## src/rtl/hmc_phy_pkg.sv

```systemverilog
// Shared types and lane-mapping helpers for the HMC PHY lane emulation model.
// Lane l bit b lives at data index b*NUM_LANES+l in both directions.
package hmc_phy_pkg;

  typedef enum logic [1:0] {
    OFF     = 2'd0,
    TX_WAIT = 2'd1,
    RX_WAIT = 2'd2,
    READY   = 2'd3
  } phy_state_t;

  function automatic int lane_bit_idx(input int lane, input int bit_i, input int num_lanes);
    return bit_i * num_lanes + lane;
  endfunction

  function automatic int max_int(input int a, input int b);
    return (a > b) ? a : b;
  endfunction

endpackage

```

## src/rtl/hmc_phy_lane_aligner.sv

```systemverilog
// One RX lane: two-word window, injectable misalignment offset with bit-slip correction,
// and polarity inversion (injected impairment XOR controller correction).
module hmc_phy_lane_aligner
  import hmc_phy_pkg::*;
#(
  parameter int LANE_W = 32,
  parameter int OFF_W  = $clog2(LANE_W)
) (
  input  logic              clk,
  input  logic              res_n,
  input  logic              rx_ready,
  input  logic              slip,
  input  logic              offset_load,
  input  logic [OFF_W-1:0]  offset_cfg,
  input  logic              invert,
  input  logic              polarity,
  input  logic [LANE_W-1:0] lane_in,
  output logic [LANE_W-1:0] lane_out,
  output logic              aligned
);

  localparam logic [OFF_W-1:0] OFF_MAX  = OFF_W'(LANE_W - 1);
  localparam logic [OFF_W:0]   LANE_W_C = (OFF_W + 1)'(LANE_W);

  logic [LANE_W-1:0]   cur_r;
  logic [LANE_W-1:0]   prev_r;
  logic [LANE_W-1:0]   out_r;
  logic [OFF_W-1:0]    off_r;
  logic                aligned_r;
  logic [OFF_W-1:0]    off_nxt_s;
  logic [2*LANE_W-1:0] win_s;
  logic [OFF_W:0]      base_s;
  logic [LANE_W-1:0]   w_s;

  // Next offset: a config load beats a same-cycle slip; slips only count once RX is ready.
  always_comb begin
    off_nxt_s = off_r;
    if (offset_load) begin
      off_nxt_s = offset_cfg;
    end else if (slip && rx_ready) begin
      off_nxt_s = (off_r == OFF_MAX) ? '0 : off_r + 1'b1;
    end else begin
      off_nxt_s = off_r;
    end
  end

  // Window select: offset 0 yields the current word, larger offsets pull in older bits.
  always_comb begin
    win_s  = {cur_r, prev_r};
    base_s = LANE_W_C - {1'b0, off_r};
    w_s    = win_s[base_s +: LANE_W];
  end

  // Offset register and its registered aligned flag.
  always_ff @(posedge clk) begin
    if (!res_n) begin
      off_r     <= '0;
      aligned_r <= 1'b1;
    end else begin
      off_r     <= off_nxt_s;
      aligned_r <= (off_nxt_s == '0);
    end
  end

  // Two-stage RX pipeline: capture window, then shift and apply polarity.
  always_ff @(posedge clk) begin
    if (!res_n) begin
      cur_r  <= '0;
      prev_r <= '0;
      out_r  <= '0;
    end else begin
      cur_r  <= lane_in;
      prev_r <= cur_r;
      out_r  <= w_s ^ {LANE_W{invert ^ polarity}};
    end
  end

  assign lane_out = out_r;
  assign aligned  = aligned_r;

endmodule

```

## config.mk

```make
export PLATFORM = sky130hd
export DESIGN_NAME = hmc_phy_lane_aligner
export DESIGN_NICKNAME = d
export VERILOG_FILES = /design/src/rtl/hmc_phy_pkg.sv /design/src/rtl/hmc_phy_lane_aligner.sv
export SDC_FILE = /design/constraint.sdc
export NUM_CORES = 1
export LEC_CHECK = 0
export CAP_MARGIN = 15
export CORE_MARGIN = 8
export CORE_UTILIZATION = 45
export DETAILED_ROUTE_END_ITERATION = 6
export HOLD_SLACK_MARGIN = 0.12
export PLACE_DENSITY = 0.78
export SLEW_MARGIN = 20
export SYNTH_ARGS = -nofsm -noshare
export SYNTH_HDL_FRONTEND = slang
export SYNTH_SLANG_ARGS = --single-unit
```

## constraint.sdc

```tcl
create_clock -name clk -period 3.8 [get_ports clk]
set_input_delay 0.95 -clock clk [delete_from_list [all_inputs] [get_ports clk]]
set_output_delay 0.95 -clock clk [all_outputs]
set_load 0.01 [all_outputs]
```

**Word level (Yosys, flattened, before mapping)**

Index checks and enable logic that the tools add are counted.

- Register bits after elaboration: 102
- Memories kept: 0
- Bits in writable memories: 0
- Latch bits: 0
- ROM bits: 0
- Output and inout bits: 33

- Bitwise gates (word level): 2
- Reduce and logical (&&, ||, !) cells: 2
- Equality and inequality tests: 1
- Shift-type cells: 1
- Multiply operators: 0
- Magnitude comparators: 0
- Multiplexer cells: 3
- $add $sub $neg: 2
- Div/mod/pow operators: 0

Operators by type and width:

| operator | count |
|---|---|
| $shiftx 64x7->32 | 1 |
| $xor 32x32->32 | 1 |
| $mux 5 | 3 |
| $sub 6x5->6 const A | 1 |
| $add 5x1->5 const B | 1 |
| $eq 5x5->1 const B | 1 |
| $logic_not 5->1 | 1 |
| $logic_and 1x1->1 | 1 |
| $xor 1x1->1 | 1 |

**Longest topological paths before layout**

Gate-level depths: netlist of run 1.

- Depth in word-level cells: 5
- Depth in mapped cells: 17
- Mapped depth without buffers: 9

**Worst setup path after synthesis of run 1**

No wires, ideal clock.

- Path type: register to register
- Start point: register off_r[0]
- End point: register out_r[17] (netlist: lane_out[17])
- Path slack: 0.436 ns
- Cell stages (with the launch flop): 14
- Buffers on the path: 6
- Arrival time: 3.292 ns
- Clock period less this slack: 3.364 ns
- Cells stage by stage: dfxtp_1 -> buf_6 -> inv_1 -> buf_4 -> buf_4 -> buf_2 -> ha_1 -> buf_2 -> buf_6 -> mux2_2 -> mux4_2 -> mux4_2 -> a21oi_2 -> mux2i_1

- Word-level cells in the longest chain between the ends: 3

RTL lines:

| what | RTL line | text |
|---|---|---|
| from (decl) | hmc_phy_lane_aligner.sv:28 | `logic [OFF_W-1:0] off_r;` |
| from (signal assigned) | hmc_phy_lane_aligner.sv:60 | `off_r <= off_nxt_s;` |
| $sub 6x5->6 | hmc_phy_lane_aligner.sv:50 | `base_s = LANE_W_C - {1'b0, off_r};` |
| $shiftx 64x7->32 | hmc_phy_lane_aligner.sv:51 | `w_s = win_s[base_s +: LANE_W];` |
| $xor 32x32->32 | hmc_phy_lane_aligner.sv:74 | `out_r <= w_s ^ {LANE_W{invert ^ polarity}};` |
| to (signal assigned) | hmc_phy_lane_aligner.sv:74 |  |
| to (decl) | hmc_phy_lane_aligner.sv:27 | `logic [LANE_W-1:0] out_r;` |

Every way passes these cells.
A chain may end at the register's enable or synchronous reset.

**Worst setup path in the final report of run 1**

- Start point: register off_r[2]
- End point: register out_r[15] (netlist: lane_out[15])

Same word-level chain as after synthesis.

==> results of run 1 <==
==> worst paths after layout <==
path / to / cells past startpoint
max: lane_out[15] / 7
min: prev_r[26] / 1
max reg2reg: lane_out[15] / 7
min reg2reg: prev_r[26] / 1
==> cell usage after synthesis (3+ instances only) <==
cell	number
sky130_fd_sc_hd__a22oi_1	4
sky130_fd_sc_hd__buf_6	8
sky130_fd_sc_hd__o21ai_1	6
sky130_fd_sc_hd__nor3_1	9
sky130_fd_sc_hd__nor4_1	3
sky130_fd_sc_hd__mux2i_1	116
sky130_fd_sc_hd__mux4_2	42
sky130_fd_sc_hd__mux2_2	48
sky130_fd_sc_hd__dfxtp_1	102
sky130_fd_sc_hd__a21oi_1	30
sky130_fd_sc_hd__nand2_1	77
sky130_fd_sc_hd__o221ai_1	4
sky130_fd_sc_hd__xnor2_1	3
sky130_fd_sc_hd__buf_2	24
sky130_fd_sc_hd__o22ai_1	9
sky130_fd_sc_hd__nor2_1	49
sky130_fd_sc_hd__a211oi_1	6
sky130_fd_sc_hd__inv_1	4
sky130_fd_sc_hd__ha_1	4
sky130_fd_sc_hd__and3_1	6
sky130_fd_sc_hd__a31oi_1	7
sky130_fd_sc_hd__nand4_1	6
sky130_fd_sc_hd__nor2b_1	5
sky130_fd_sc_hd__nand2b_1	4
sky130_fd_sc_hd__o21ai_0	33
sky130_fd_sc_hd__or3_1	7
sky130_fd_sc_hd__o211ai_1	16
sky130_fd_sc_hd__nand3_1	19
sky130_fd_sc_hd__clkbuf_1	28
sky130_fd_sc_hd__and2_1	67
sky130_fd_sc_hd__buf_4	10
==> worst register-to-register path, stage by stage (launching register included) <==
cell                      delay (ns)
sky130_fd_sc_hd__dfxtp_1        0.99
sky130_fd_sc_hd__nor4_4         0.17
sky130_fd_sc_hd__or2_2          0.60
sky130_fd_sc_hd__o21ai_0        0.78
sky130_fd_sc_hd__or2_2          0.23
sky130_fd_sc_hd__a21oi_1        0.06
sky130_fd_sc_hd__o21ai_0        0.40
sky130_fd_sc_hd__mux2i_1        0.23
==> cell families after synthesis <==
logic type | count (synthesis) | synth area share
simple gates | 262 | 0.1793
mux | 207 | 0.3609
compound gates | 132 | 0.1128
flops | 102 | 0.2768
buf+inv | 77 | 0.05648
xor+xnor | 5 | 0.006955
fa+ha+maj | 4 | 0.006785
==> flip-flops by register name, summed over array words and instances (netlist names) <==
signal and count:
cur_r 32, prev_r 32, off_r 5, lane_out 32, aligned 1
==> metal layers <==
| metal | track usage | vias to the layer above | share of wire |
|---|---|---|---|
| met2 | 0.3094 | 377 | 0.42 |
| met5 | 0 | - | 0 |
| met4 | 0.1024 | 0 | 0.040 |
| met1 | 0.2947 | 2935 | 0.43 |
| li1 | - | 2952 | - |
| met3 | 0.06075 | 59 | 0.11 |
==> power groups by stage <==
| stage | registers (mW) | logic (mW) | clock network [mW] |
|---|---|---|---|
| finish | 1.24 | 1.63 | 0.936 |
| global route | 1.25 | 1.72 | 1.00 |
| global placement | 1.27 | 1.60 | 0 |
| CTS | 1.24 | 1.59 | 0.962 |
| detailed placement | 1.27 | 1.58 | 0 |
| floorplan | 1.28 | 1.07 | 0 |
==> through the flow <==
| step | worst slack (ns) | cells | hold slack, ns |
|---|---|---|---|
| 6_report | 0.2850 | 1050 | 0.4979 |
| 3_3_place_gp | 0.3620 | 1034 | 0.4649 |
| 2_1_floorplan | 0.4359 | 789 | 0.4428 |
| 3_5_place_dp | 0.4419 | 1034 | 0.4789 |
| 4_1_cts | 0.3848 | 1050 | 0.4938 |
| 5_1_grt | 0.1644 | 1050 | 0.5203 |
==> cell type report <==
| class | count | area share |
|---|---|---|
| multi-input cells | 610 | 0.5787 |
| flip-flops and latches | 102 | 0.2385 |
| repair buffers | 97 | 0.1125 |
| well taps | 220 | 0.03214 |
| clock buffers | 10 | 0.02790 |
| clock inverters | 6 | 0.008034 |
| inverters | 5 | 0.002191 |
==> run summary, run 1 <==
The run finished with clean final reports. On the critical path the largest part of the delay comes from compound AO/OA/AOI/OAI gates. CTS placed an instance of sky130_fd_sc_hd__clkbuf_16 at the clock tree root. The setup path with the least slack is of type reg -> reg. The warning count from the yosys run is 0.

For this configuration, the core starts out at a cell density of 0.4529. The final setup TNS is 0 ns. The maximum resistive drop on vdd is 0.2372 mV.

Summing internal, switching and leakage power gives 3.807 mW. The remaining max-slew budget at the tightest pin came out at 0.3228. The post-placement cell area came out at 8258 sq um. The final net count came out at 873. The final critical delay including setup and external delays came out at 3.515 ns. The floorplan step defined a die boundary enclosing 20750 sq um. The final period utilization came out at 0.9250. The post-synthesis sequential element count came out at 102. The number of pins exceeding their max-slew limit in the final report is 0.

The internal portion of total power is 2.438 mW. For the pin with the worst max-slew slack, the measured transition is 1.014 ns. In this run the most critical hold path is launched from cur_r[26]. The floorplan step defined a core boundary enclosing 16290 sq um. The min-delay analysis places its worst path in the category reg -> reg. The largest total area in the synthesized netlist belongs to sky130_fd_sc_hd__dfxtp_1.

CTS built an H-tree with a depth of 3. The number of nets in the synthesized netlist came out at 837. Data on the critical path arrives at its endpoint at 3.80 ns. The clock arrives with 0.006214 ns of skew.

The biggest fanout along the worst timing path came out at 27. The post-detailed-placement half-perimeter wirelength is 16750 um. The area of the mapped netlist came out at 7377 sq um.

Summed over all layers, the global routing overflow is 0. The start point of the critical path is off_r[2]. The count of unresolved DRC violations after routing is 0. The routability congestion estimate is 0.9708. The hold-fix buffer count after cts came out at 0. The total of buffers placed on input and output ports came out at 76.

The number of antenna-violating nets in the routed design came out at 0. The TritonCTS buffer count is 9. The post-synthesis instance total is 789. The routed design has 22370 um of wire. The worst setup path is captured at a flip-flop. The kind of start point of the critical path is a flip-flop. The number of flops mapped to enable cells by yosys is 0. Among all stages on the critical path, the largest delay is contributed by sky130_fd_sc_hd__dfxtp_1. The initial antenna violation count is 0. The share of synthesized area in the top cell type comes to 0.2768. The per-instance average area after synthesis is 9.350 sq um. Summing all multi-input logic gate instances after layout gives 4957 sq um. The sequential cell area is 2043 sq um. The power density over the cells came out at 444.4 nW/um^2.

The detailed-route wire length per cell is 21.31 um. The sink count of the clock tree came out at 102. The number of maximum-capacitance violations is 0. Of the synthesized area, sequential elements account for 0.2768. The initial detailed-routing violation count came out at 705. Leaving out fill and tap cells, the most frequent cell in the layout is sky130_fd_sc_hd__mux2i_1. The peak clock frequency supported by timing is 284.5 MHz.

The number of placement rows is 47. The most frequently used flop master after synthesis is sky130_fd_sc_hd__dfxtp_1. The layout-stage area growth over the synthesis result is 16.11%. The global-route total usage across every layer is 0.2166.

The count of unique library cells instantiated by Yosys came out at 58. Of the total power, combinational logic draws 0.427. The quantity of gates resized following cts is 0. The worst register-to-register path has a setup slack of 0.29 ns.

The switching share of total power is 0.3596. Ranked by total cell area, the synthesized netlist is headed by sky130_fd_sc_hd__dfxtp_1, sky130_fd_sc_hd__mux2i_1, sky130_fd_sc_hd__mux4_2, sky130_fd_sc_hd__mux2_2, sky130_fd_sc_hd__and2_1. Once layout is done, the placed cells without fillers occupy 8566 sq um. For this design the total switching power over the nets is 1.369 mW. The clock transition at the register clock pins on the worst setup and hold paths after CTS is 0.07 ns. The combined buffer and inverter count along the critical path is 0.

The maximum single-stage delay on the critical path came out at 0.99 ns. The global-route wire length before repair is 34160 um. Setup repair after global routing left no endpoint under its margin.

Measured along the y axis, the die boundary spans 144.0 um. The share of cells above drive strength 1 is 0.1723. The worst register-to-register path begins at off_r[2]. The top cell types in the final layout, fill and taps aside, are sky130_fd_sc_hd__mux2i_1, sky130_fd_sc_hd__dfxtp_1, sky130_fd_sc_hd__nand2_1. The post-layout utilization of the core is 0.5258. The TritonCTS clock tree is done.

The share of flip-flops with an asynchronous set or reset came out at 0. The fraction of power consumed by the clock network came out at 0.246. The average vias per placed instance came out at 6.022.

The sequential power share came out at 0.327. The total via count in the routed design came out at 6323. The total I/O pin count is 77. Buffers added to address setup during post-CTS repair amount to 0.

The number of failing hold endpoints at the final stage is 0. After filler insertion, the fill cell instance count of the layout stands at 1470. Traced cell by cell, the critical path runs through nor4_4 > or2_2 > o21ai_0 > or2_2 > a21oi_1 > o21ai_0 > mux2i_1. The count of TritonRoute iterations in the first routing pass is 5.

The via count of the first global-routing pass is 5860. The required arrival time at the worst endpoint came out at 4.08 ns. The maximum buffer depth of the clock tree is 2. The setup violation total in the final timing report is 0. In this run the horizontal extent of the chip is 144.0 um. The maximum number of pins on one net before global-route repair is 62. At the later pin of the worst-skew pair, clock insertion delay measures 0.35 ns. The repair_antennas step left the layout with diodes totalling 0.

The leakage power came out at 3.394 nW.
(Power assumes the default switching activity.)
==> inputs of run 2 (changes only) <==
- TNS_END_PERCENT: not set -> 100
==> results of run 2 <==
Same layout as run 1: the final DEF is identical, and so are final timing and power.
